**config.mk**
```make
export PLATFORM = sky130hd
export DESIGN_NAME = mem_access_unit_flat
export DESIGN_NICKNAME = d
export VERILOG_FILES = /design/src/rtl/mem_access_unit_if.sv /design/src/rtl/mem_access_unit.sv /design/src/flat_wrapper.sv
export SDC_FILE = /design/constraint.sdc
export NUM_CORES = 1
export LEC_CHECK = 0
export ABC_AREA = 1
export CORE_MARGIN = 4
export CORE_UTILIZATION = 40
export CTS_CLUSTER_SIZE = 16
export DETAILED_ROUTE_END_ITERATION = 7
export PLACE_DENSITY = 0.73
export SYNTH_ARGS = -nofsm -noshare
export SYNTH_HDL_FRONTEND = slang
export SYNTH_SLANG_ARGS = --single-unit
```
**constraint.sdc**
```tcl
create_clock -name clk -period 1.93 [get_ports clk]
set_input_delay 0.386 -clock clk [delete_from_list [all_inputs] [get_ports clk]]
set_output_delay 0.386 -clock clk [all_outputs]
set_load 0.02 [all_outputs]
```
**src/rtl/mem_access_unit_if.sv**
```systemverilog
// Request/response channel between the core (master) and mem_access_unit (slave).
interface mem_access_unit_if #(
    parameter int ADDR_WIDTH = 8,
    parameter int DATA_WIDTH = 8
);
    logic                  req_valid;
    logic                  req_ready;
    logic [1:0]            req_op;
    logic [ADDR_WIDTH-1:0] req_addr;
    logic [DATA_WIDTH-1:0] req_wdata;

    logic                  resp_valid;
    logic                  resp_ready;
    logic [DATA_WIDTH-1:0] resp_rdata;
    logic                  resp_err;

    modport master (
        output req_valid, req_op, req_addr, req_wdata, resp_ready,
        input  req_ready, resp_valid, resp_rdata, resp_err
    );

    modport slave (
        input  req_valid, req_op, req_addr, req_wdata, resp_ready,
        output req_ready, resp_valid, resp_rdata, resp_err
    );
endinterface

```
**src/rtl/mem_access_unit.sv**
```systemverilog
// Sequences LOAD/STORE/SWAP requests onto a single-port memory and returns
// the read (or old) data over a valid/ready response channel.
module mem_access_unit #(
    parameter int ADDR_WIDTH   = 8,
    parameter int DATA_WIDTH   = 8,
    parameter int READ_LATENCY = 1
) (
    input  logic                  clk,
    input  logic                  rst_n,
    mem_access_unit_if.slave      bus,
    output logic [ADDR_WIDTH-1:0] o_mem_address,
    output logic [DATA_WIDTH-1:0] o_mem_in,
    output logic                  o_mem_write,
    input  logic [DATA_WIDTH-1:0] i_mem_out
);

    localparam int               CNT_W    = (READ_LATENCY > 1) ? $clog2(READ_LATENCY) : 1;
    localparam logic [CNT_W-1:0] CNT_INIT = CNT_W'(READ_LATENCY - 1);

    typedef enum logic [1:0] {
        ST_IDLE,
        ST_READ,
        ST_WRITE,
        ST_RESP
    } state_e;

    typedef enum logic [1:0] {
        OP_LOAD  = 2'b00,
        OP_STORE = 2'b01,
        OP_SWAP  = 2'b10,
        OP_RSVD  = 2'b11
    } op_e;

    state_e                r_state;
    op_e                   r_op;
    logic [CNT_W-1:0]      r_cnt;
    logic                  r_req_ready;
    logic                  r_resp_valid;
    logic [DATA_WIDTH-1:0] r_resp_rdata;
    logic                  r_resp_err;
    logic [ADDR_WIDTH-1:0] r_mem_address;
    logic [DATA_WIDTH-1:0] r_mem_in;
    logic                  r_mem_write;

    logic                  w_req_fire;
    logic                  w_resp_fire;
    op_e                   w_req_op;

    assign w_req_fire  = bus.req_valid & r_req_ready;
    assign w_resp_fire = r_resp_valid & bus.resp_ready;
    assign w_req_op    = op_e'(bus.req_op);

    // NOTE: all state below is updated with non-blocking assignments so every
    // register samples the pre-edge values of the others.
    always_ff @(posedge clk or negedge rst_n) begin
        if (!rst_n) begin
            r_state       <= ST_IDLE;
            r_op          <= OP_LOAD;
            r_cnt         <= '0;
            r_req_ready   <= 1'b1;
            r_resp_valid  <= 1'b0;
            r_resp_rdata  <= '0;
            r_resp_err    <= 1'b0;
            r_mem_address <= '0;
            r_mem_in      <= '0;
            r_mem_write   <= 1'b0;
        end else begin
            case (r_state)
                ST_IDLE: begin
                    if (w_req_fire) begin
                        r_op          <= w_req_op;
                        r_mem_address <= bus.req_addr;
                        r_mem_in      <= bus.req_wdata;
                        r_req_ready   <= 1'b0;
                        case (w_req_op)
                            OP_LOAD, OP_SWAP: begin
                                r_state <= ST_READ;
                                r_cnt   <= CNT_INIT;
                            end
                            OP_STORE: begin
                                r_state     <= ST_WRITE;
                                r_mem_write <= 1'b1;
                            end
                            default: begin
                                r_state      <= ST_RESP;
                                r_resp_valid <= 1'b1;
                                r_resp_err   <= 1'b1;
                                r_resp_rdata <= '0;
                            end
                        endcase
                    end
                end

                ST_READ: begin
                    if (r_cnt != '0) begin
                        r_cnt <= r_cnt - CNT_W'(1);
                    end else begin
                        r_resp_rdata <= i_mem_out;
                        // A SWAP goes straight to its write so no request can slip in between.
                        if (r_op == OP_SWAP) begin
                            r_state     <= ST_WRITE;
                            r_mem_write <= 1'b1;
                        end else begin
                            r_state      <= ST_RESP;
                            r_resp_valid <= 1'b1;
                        end
                    end
                end

                ST_WRITE: begin
                    r_mem_write  <= 1'b0;
                    r_state      <= ST_RESP;
                    r_resp_valid <= 1'b1;
                    if (r_op == OP_STORE) begin
                        r_resp_rdata <= '0;
                    end
                end

                ST_RESP: begin
                    if (w_resp_fire) begin
                        r_state      <= ST_IDLE;
                        r_resp_valid <= 1'b0;
                        r_resp_err   <= 1'b0;
                        r_req_ready  <= 1'b1;
                    end
                end

                default: begin
                    r_state      <= ST_IDLE;
                    r_req_ready  <= 1'b1;
                    r_resp_valid <= 1'b0;
                    r_mem_write  <= 1'b0;
                end
            endcase
        end
    end

    assign bus.req_ready  = r_req_ready;
    assign bus.resp_valid = r_resp_valid;
    assign bus.resp_rdata = r_resp_rdata;
    assign bus.resp_err   = r_resp_err;

    assign o_mem_address  = r_mem_address;
    assign o_mem_in       = r_mem_in;
    assign o_mem_write    = r_mem_write;

endmodule

```
**src/flat_wrapper.sv**
```systemverilog
// flat-port wrapper written by rule: the top's interface ports become plain ports
module mem_access_unit_flat 
#(
    parameter int ADDR_WIDTH   = 8,
    parameter int DATA_WIDTH   = 8,
    parameter int READ_LATENCY = 1
)
  (clk, rst_n, o_mem_address, o_mem_in, o_mem_write, i_mem_out, bus_req_valid, bus_req_op, bus_req_addr, bus_req_wdata, bus_resp_ready, bus_req_ready, bus_resp_valid, bus_resp_rdata, bus_resp_err);
  mem_access_unit_if #(.ADDR_WIDTH(ADDR_WIDTH), .DATA_WIDTH(DATA_WIDTH)) bus_i ();
  input  logic clk;
  input  logic rst_n;
  output logic [ADDR_WIDTH-1:0] o_mem_address;
  output logic [DATA_WIDTH-1:0] o_mem_in;
  output logic o_mem_write;
  input  logic [DATA_WIDTH-1:0] i_mem_out;
  input wire logic [$bits(bus_i.req_valid)-1:0] bus_req_valid;
  input wire logic [$bits(bus_i.req_op)-1:0] bus_req_op;
  input wire logic [$bits(bus_i.req_addr)-1:0] bus_req_addr;
  input wire logic [$bits(bus_i.req_wdata)-1:0] bus_req_wdata;
  input wire logic [$bits(bus_i.resp_ready)-1:0] bus_resp_ready;
  output wire logic [$bits(bus_i.req_ready)-1:0] bus_req_ready;
  output wire logic [$bits(bus_i.resp_valid)-1:0] bus_resp_valid;
  output wire logic [$bits(bus_i.resp_rdata)-1:0] bus_resp_rdata;
  output wire logic [$bits(bus_i.resp_err)-1:0] bus_resp_err;
  assign bus_i.req_valid = bus_req_valid;
  assign bus_i.req_op = bus_req_op;
  assign bus_i.req_addr = bus_req_addr;
  assign bus_i.req_wdata = bus_req_wdata;
  assign bus_i.resp_ready = bus_resp_ready;
  assign bus_req_ready = bus_i.req_ready;
  assign bus_resp_valid = bus_i.resp_valid;
  assign bus_resp_rdata = bus_i.resp_rdata;
  assign bus_resp_err = bus_i.resp_err;
  mem_access_unit #(.ADDR_WIDTH(ADDR_WIDTH), .DATA_WIDTH(DATA_WIDTH), .READ_LATENCY(READ_LATENCY)) u_core (.clk(clk), .rst_n(rst_n), .bus(bus_i), .o_mem_address(o_mem_address), .o_mem_in(o_mem_in), .o_mem_write(o_mem_write), .i_mem_out(i_mem_out));
endmodule
```
==> run_results.csv <==
group,metric,value,unit
outcome,outcome,"finished, final reports clean",
clocking,postCtsSetupRepairBufs,0,
synth,synth_warnings,0,
place,place_inst,292,
hold_path,hp-class,"register to register",
critical_path,critPathLaunch,"u_core.bus.req_ready",
global_route,grt_max_degree,37,
critical_path,reg2reg_depth,6,
critical_path,crit_path_end_kind,"output port",
power_and_ir_drop,clkPwrFrac,14.1,%
sta,grt_setup_unrepaired,"no",
sta,fin_tns_setup,0,ns
sta,setup_viol,0,
sta,fin_skew,0.00192,ns
critical_path,cp_slowest_stage_delay,0.60,ns
power_and_ir_drop,p_seq_share,32.4,%
clocking,ctsResizeCount,0,
drt,postRouteAntennaNets,0,
synth,synth_top_area_share,48.9,%
finish,mostFrequentLayoutCell,"nand2_1",
floorplanning,num_rows,22,
synth,yosysSeqAreaShare,50.5,%
global_route,grt_overflow,0,
critical_path,worstPathRequired,1.54,ns
flow_run,cap_viol_max_count,0,
sta,drv_slew,0,
synth,syn_avg_cell_area,8.40,um2
sta,finalHoldViolations,0,
drt,wl_per_cell,10.8,um
sta,fmax,0.547,GHz
drt,vias_per_cell,4.50,
place,gp_congestion,0.800,
critical_path,critPathArrivalTime,1.44,ns
critical_path,path_cells,"clkdlybuf4s50_1",
power_and_ir_drop,p_leak,1.20,nW
finish,drive_gt1_share,10.4,%
sta,final.period_utilization,94.8,%
clocking,root_buffer,"clkbuf_8",
clocking,clock_path_buffers,2,
place,numPortBuffers,57,
critical_path,worst_path_max_delay_cell,"clkdlybuf4s50_1",
drt,first_pass_iters,4,
finish,fin_util,60.8,%
floorplanning,fp.dieH,71.0,um
sta,period_minus_slack,1.83,ns
sta,worstMarginPinSlew,0.412,ns
global_route,gr-usage-met1,16.1,%
clocking,htree_levels,2,
clocking,ctsHoldBuffers,0,
floorplanning,core,3740,um2
drt,drtIter0Drc,53,
finish,finalNetCount,286,
clocking,clkSinkCount,32,
power_and_ir_drop,pwr-share-comb,53.5,%
synth,synthCells,189,
power_and_ir_drop,p_per_area,1500,nW/um2
finish,fill_cells,358,
clocking,path_clk_slew,0.06,ns
critical_path,timing.rr.end,"u_core.r_op[0]",
floorplanning,start_util,42.4,%
critical_path,cp.depth,1,
synth,synth_fp_nets,224,
synth,synth_top_area_cell,"dfrtp_1",
critical_path,endpoint,"bus_req_ready",
synth,synth_area_leaders,"dfrtp_1 49%, nand2_1 16%, inv_1 8.0%, o21ai_2 6.1%, ha_1 3.9%",
global_route,grt_pass1_vias,1230,
power_and_ir_drop,irDropWorstVdd,0.000634,V
floorplanning,dieArea,5040,um2
clocking,cts_buffers,5,
critical_path,cpLargestDelayFamily,"buffers and inverters",
floorplanning,pin_count,58,
finish,syn_to_final_growth,43.3,%
power_and_ir_drop,internal_power,1.97,mW
global_route,grt.total_usage,13.7,%
critical_path,critPathMaxFanout,4,
global_route,top_usage_layer,"met2",
critical_path,reg2reg_from,"u_core.r_state[0]",
power_and_ir_drop,switchingPower,1.43,mW
sta,slew_headroom,72.5,%
global_route,grt.met3_usage,7.95,%
place,dp_hpwl,2.43,mm
sta,worst_hold_slack,0.481,ns
finish,layout.cells.non_filler,299,
finish,layout_common_cells,"67 x nand2_1, 57 x clkdlybuf4s50_1, 34 x inv_1, 31 x dfrtp_1, 11 x o21ai_2",
critical_path,r2r_slack,0.42,ns
drt,vias,1346,
drt,wl,3.23,mm
finish,num_antenna_cells,0,
synth,synthDistinctLibCells,21,
global_route,met2_usage,20.7,%
synth,ys_ff_latch,32,
global_route,antenna_found_initial,0,
floorplanning,fp.dieW,71.0,um
critical_path,critical_path_buf_inv_count,1,
critical_path,setup.worst_path.start_class,"register",
global_route,grt_pass1_wl,5.48,mm
power_and_ir_drop,swShare,42.1,%
clocking,insertion_delay,0.28,ns
clocking,cts_tree,"built",
drt,drc,0,
synth,netlist_area,1590,um2
critical_path,criticalPathCategory,"register to output port",
## synth_stat cells, drive strengths merged
master   n
a21oi    3
buf      4
dfrtp   31
dfstp    1
ha       5
inv     34
nand2   70
nand3    5
nand4    2
nor2     5
o21ai   28
o21bai   1
## logic make-up after synthesis
logic type	Yosys count	synth area share, %
compound gates	32	13.1
flops	32	50.5
buf+inv	38	10.2
fa+ha+maj	5	3.94
simple gates	82	22.2
## metal layers
metal	routed length, um	vias to the layer above	part of all wire (%)
li1	-	701	-
met1	1330	598	41
met2	1490	42	46
met3	366	5	11
met4	42	0	1.3
met5	0	-	0
## worst min path at each step
stage | start | endpoint | slack, ns | depth (start not counted)
2_1_floorplan | rst_n | u_core.bus.resp_err | 0.09 | 0
3_3_place_gp | u_core.o_mem_address[0] | u_core.o_mem_address[0] | 0.46 | 2
3_5_place_dp | u_core.o_mem_in[3] | u_core.o_mem_in[3] | 0.47 | 2
4_1_cts | u_core.o_mem_in[3] | u_core.o_mem_in[3] | 0.48 | 2
5_1_grt | u_core.o_mem_in[3] | u_core.o_mem_in[3] | 0.51 | 2
6_report | u_core.o_mem_address[0] | u_core.o_mem_address[0] | 0.48 | 2
## per-stage QoR
stage	power, mW	setup slack (ns)	area (um2)
2_1_floorplan	2.26	0.597	1590
3_3_place_gp	2.93	0.295	2200
3_5_place_dp	2.96	0.267	2200
4_1_cts	3.46	0.0840	2280
5_1_grt	3.70	0.0607	2280
6_report	3.40	0.101	2280
## cell type report
cell class	instances	area, um2	share of cell area [%]
clock inverters	1	5.00	0.220
inverters	34	128	5.61
multi-input cells	119	623	27.4
repair buffers	59	586	25.7
flip-flops and latches	32	802	35.2
clock buffers	6	72.6	3.19
well taps	48	60.1	2.64
## state kept, by name, indices dropped and copies added, names as in the netlist
register	count
u_core.o_mem_in	8
u_core.bus.resp_valid	1
u_core.r_state	2
u_core.r_op	2
u_core.o_mem_write	1
u_core.o_mem_address	8
u_core.bus.resp_rdata	8
u_core.bus.resp_err	1
u_core.bus.req_ready	1
## power groups by stage
stage                     Clock [mW]  Sequential [mW]  Combinational (mW)
final                          0.479             1.10                1.82
after global routing           0.522             1.14                2.04
after CTS                      0.498             1.11                1.85
after detailed placement           0             1.11                1.85
after global placement             0             1.10                1.82
after floorplan                    0             1.36               0.896
No activity file was read; power rests on OpenSTA's default activity.
